--- src/rtl/register_file.sv ---
// RV32I-style integer register file: 2**ADDR_WIDTH registers, x0 hard-wired to zero,
// two combinational read ports, one write port. Define REGFILE_WRITE_BYPASS_EN for same-cycle write forwarding.
module register_file #(
  parameter int DATA_WIDTH = 32,
  parameter int ADDR_WIDTH = 5
) (
  input  logic                  clk,
  input  logic                  rst,
  input  logic                  write_enable,
  input  logic [ADDR_WIDTH-1:0] write_addr,
  input  logic [DATA_WIDTH-1:0] write_data,
  input  logic [ADDR_WIDTH-1:0] read_addr1,
  input  logic [ADDR_WIDTH-1:0] read_addr2,
  output logic [DATA_WIDTH-1:0] read_data1,
  output logic [DATA_WIDTH-1:0] read_data2
);
  localparam int NUM_REGS  = 2**ADDR_WIDTH;
  localparam int NUM_PORTS = 2;

  logic [NUM_REGS-1:0][DATA_WIDTH-1:0]  regs_q, regs_d;
  logic [NUM_PORTS-1:0][ADDR_WIDTH-1:0] raddr;
  logic [NUM_PORTS-1:0][DATA_WIDTH-1:0] rdata;
  logic                                 wr_fire;

  assign wr_fire = write_enable && (write_addr != '0);

  always_comb begin
    regs_d = regs_q;
    if (wr_fire) regs_d[write_addr] = write_data;
    // x0 is never stored, so the zero read of address 0 is structural
    regs_d[0] = '0;
  end

  always_ff @(posedge clk) begin
    if (rst) regs_q <= '0;
    else     regs_q <= regs_d;
  end

  assign raddr = {read_addr2, read_addr1};

  for (genvar p = 0; p < NUM_PORTS; p++) begin : g_rd
    always_comb begin
      rdata[p] = regs_q[raddr[p]];
`ifdef REGFILE_WRITE_BYPASS_EN
      // forward the in-flight write; reset suppresses it since the write will be dropped
      if (wr_fire && !rst && (raddr[p] == write_addr)) rdata[p] = write_data;
`endif
      if (raddr[p] == '0) rdata[p] = '0;
    end
  end

  assign read_data1 = rdata[0];
  assign read_data2 = rdata[1];
endmodule

--- config.mk ---
export PLATFORM = sky130hd
export DESIGN_NAME = register_file
export DESIGN_NICKNAME = d
export VERILOG_FILES = /design/src/rtl/register_file.sv
export SDC_FILE = /design/constraint.sdc
export NUM_CORES = 2
export LEC_CHECK = 0
export ABC_CLOCK_PERIOD_IN_PS = 3700
export CELL_PAD_IN_SITES_DETAIL_PLACEMENT = 1
export CELL_PAD_IN_SITES_GLOBAL_PLACEMENT = 1
export CORE_AREA = 8 8 418 318
export CTS_CLUSTER_SIZE = 24
export DETAILED_ROUTE_END_ITERATION = 7
export DIE_AREA = 0 0 426 326
export DONT_BUFFER_PORTS = 1
export GPL_TIMING_DRIVEN = 0
export MAX_ROUTING_LAYER = met4
export PLACE_DENSITY_LB_ADDON = 0.1
export SETUP_SLACK_MARGIN = 0.2
export SYNTH_ARGS = -nofsm -noshare
export SYNTH_HDL_FRONTEND = slang
export SYNTH_SLANG_ARGS = --single-unit
--- constraint.sdc ---
create_clock -name clk -period 3.7 [get_ports clk]
set_input_delay 0.37 -clock clk [delete_from_list [all_inputs] [get_ports clk]]
set_output_delay 0.37 -clock clk [all_outputs]
set_load 0.005 [all_outputs]
==> results_dict.tcl <==
set metrics [dict create \
    r2r_slack_ns 2.90 \
    top_regs "regs_q: 992 flops" \
    drv_slew 33 \
    antenna_left 0 \
    synth_area_leader_cell "dfxtp_1" \
    instances_no_fill 7658 \
    dr.pass1.iters 6 \
    utilization_pct 44.8 \
    grtUsageMet2_pct 53.9 \
    grt_use_met1_pct 55.5 \
    cp-end-kind "output port" \
    p_per_area_mw_per_mm2 451 \
    post_cts_buffers 0 \
    die-area_mm2 0.139 \
    cpMaxStageDelayCell "a2111oi_0" \
    crit_chain "buf_6 -> buf_4 -> nand2b_1 -> buf_4 -> o22ai_1 -> a2111oi_0 -> nor3_1" \
    syn_inst 5739 \
    fmax_ghz 0.268 \
    rsz0062_at_grt "true" \
    setup_viol 4 \
    routedWlPerCell_um 37.9 \
    ys_top_cells_by_area "dfxtp_1 40%, mux4_2 17%, nand2_1 15%, a21oi_1 9.9%, mux2i_1 3.8%" \
    largest-register "regs_q" \
    arrival_ns 3.35 \
    tightest_slew_ns 1.70 \
    p_switching_mw 7.32 \
    cts_tree "yes" \
    start_kind "input port" \
    die_h_um 326 \
    crit_end "read_data1[28]" \
    globalRouteOverflowTotal 0 \
    drc_errors 0 \
    finClkSkew_ns 0 \
    antenna_found_initial 16 \
    first_global_vias 47300 \
    core_mm2 0.126 \
    gp_congestion 1.13 \
    htree_levels 3 \
    cts_buffer_depth 3 \
    syn_area_mm2 0.0500 \
    path_clk_slew_ns 0.07 \
    grt_max_degree 15 \
    yosys-top-cells-count "2,016 x nand2_1, 992 x a21oi_1, 992 x dfxtp_1" \
    drive_gt1_share_pct 16.5 \
    r2r_cells 2 \
    yosysUniqueCellTypes 30 \
    clockRootBuffer "clkbuf_16" \
    synthMostInstantiatedCell "nand2_1" \
    crit_family "compound AO/OA/AOI/OAI gates" \
    final-hold-violation-count 0 \
    die_x_um 426 \
    syn-num-nets 5789 \
    grt_pass1_wl_mm 393 \
    p_clk_share_pct 46.6 \
    intPower_mw 18.1 \
    crit_buf_inv 3 \
    dr.first_iter.drc_count 8401 \
    grt.total_usage_pct 41.5 \
    violations "max-capacitance violations, max-slew violations, negative setup slack" \
    nNetsFinal 5935 \
    grt_busiest_layer "met1" \
    period_needed_ns 3.72 \
    dp_cells 7408 \
    path_depth 7 \
    p_leak_nw 18.5 \
    dpl.hpwl_mm 220 \
    largest_reg_flops 992 \
    cp_common_cell "buf_4" \
    relSlewSlack_pct -13.2 \
    layout_setup_ws_ns -0.0245 \
    vias 50500 \
    placementRows 113 \
    synth-edff-count 0 \
    switching_share_pct 28.8 \
    r2r_start "regs_q[311]" \
    numPortBuffers 0 \
    viasPerCell 6.59 \
    clk_latency_ns 0.75 \
    drt_wl_total_mm 291 \
    met3_usage_pct 14.9 \
    startpoint "read_addr1[2]" \
    synth_ff_type "dfxtp_1" \
    syn_avg_cell_area_um2 8.70 \
    power.total_mw 25.4 \
    crit_path_max_incr_delay_ns 1.03 \
    cp_max_fo 10 \
    rr_endpoint "regs_q[311]" \
    period_share_pct 101 \
    synth-async-reset-ratio_pct 0 \
    holdWs_ns 0.0899 \
    ys_ff_latch 992 \
    synth_top_area_share_pct 39.8 \
    io_pins 114 \
    ir_drop_mv 0.361 \
    floorplan.initialDensity_pct 39.7 \
    path_class "input port to output port" \
    outcome "finished, violations left" \
    pwr-share-comb_pct 10.8 \
    seq_area_frac_synth_pct 39.8 \
    hold_start "write_data[31]" \
    numCtsBuffers 109 \
    worst_ep_required_time_ns 3.33 \
    maxCapViolCount 3 \
    area_delta_synth_final_pct 12.8 \
    seqPwrFrac_pct 42.6 \
    tns_ns -0.0483 \
    synth_warnings 0 \
    hold_class "input port to flop" \
    clock-sinks 992 \
    fill_cells 14700 \
]
==> per-layer routing <==
metal	routed length (um)	vias to the layer above
met5	0	-
met4	20200	0
met3	40800	729
met2	113000	3617
met1	117000	25800
li1	-	20300
==> stage by stage <==
stage / setup slack [ns] / cell area (um^2)
3_3_place_gp: -0.199 / 52000
2_1_floorplan: 1.66 / 50000
3_5_place_dp: -0.139 / 52100
4_1_cts: 0.204 / 56200
6_report: -0.0245 / 56300
5_1_grt: 0.194 / 56300
==> cell families (layout without fill, tap and decap cells) <==
logic type | after synthesis | after routing | share of synthesized area, %
other | 0 | 14 | 0
buffers and inverters | 580 | 818 | 5.51
flip-flops | 992 | 992 | 39.8
AO/OA/AOI/OAI | 1248 | 1248 | 13.5
AND/OR/NAND/NOR | 2215 | 2215 | 17.2
multiplexers | 704 | 704 | 24.0
==> power by group through the flow <==
stage	sequential, mW	combinational (mW)	clock, mW
after floorplan	11.0	1.24	0
after global placement	11.1	2.48	0
after detailed placement	11.1	2.50	0
after CTS	10.8	2.55	11.8
after global routing	10.8	2.67	12.2
final	10.8	2.73	11.8
==> cells in the final DEF (no fill, tap or decap), types with 34 or more instances in the layout <==
cell type  netlist  routed
nand2_1       2016    2016
a21oi_1        992     992
dfxtp_1        992     992
mux4_2         384     384
clkbuf_1       353     363
mux2i_1        192     192
o22ai_1        192     188
buf_2          149     150
mux2_2         128     128
clkbuf_16        0     112
nor2_1          76      76
a2111oi_0       64      62
buf_4           47      47
nor3_1          65      39
clkbuf_8         0      34
==> area by class of cell <==
cell class / count / area, um^2 / area share, %
Clock buffer: 169 / 3360 / 5.96
Clock inverter: 34 / 378 / 0.671
Buffer: 580 / 2770 / 4.92
Timing Repair Buffer: 35 / 355 / 0.631
Multi-Input combinational cell: 4167 / 27500 / 48.8
Sequential cell: 992 / 19900 / 35.2
Tap cell: 1667 / 2090 / 3.70
Antenna cell: 14 / 35.0 / 0.0622
==> what timing repair did <==
item                                    4_1_cts  5_1_grt
endpoints found under the hold margin        32        0
gates resized for setup                      25       16
hold buffers                                 32        0
endpoints found under the setup margin       30       14
==> worst reg2reg max path, delay by kind of cell, from the launching register on <==
kind	cells	cell delay, ns
DFF	1	0.42
AOI/OAI and AO/OA	1	0.21
and+or+nand+nor	1	0.09
==> worst min-delay path by stage <==
stage / slack, ns / end / cells past startpoint
finish: 0.09 / regs_q[831] / 3
detailed placement: 0.46 / regs_q[474] / 2
CTS: 0.04 / regs_q[639] / 3
global route: 0.1 / regs_q[927] / 3
global placement: 0.45 / regs_q[464] / 2
floorplan: 0.44 / regs_q[384] / 2
(Power assumes the default switching activity.)
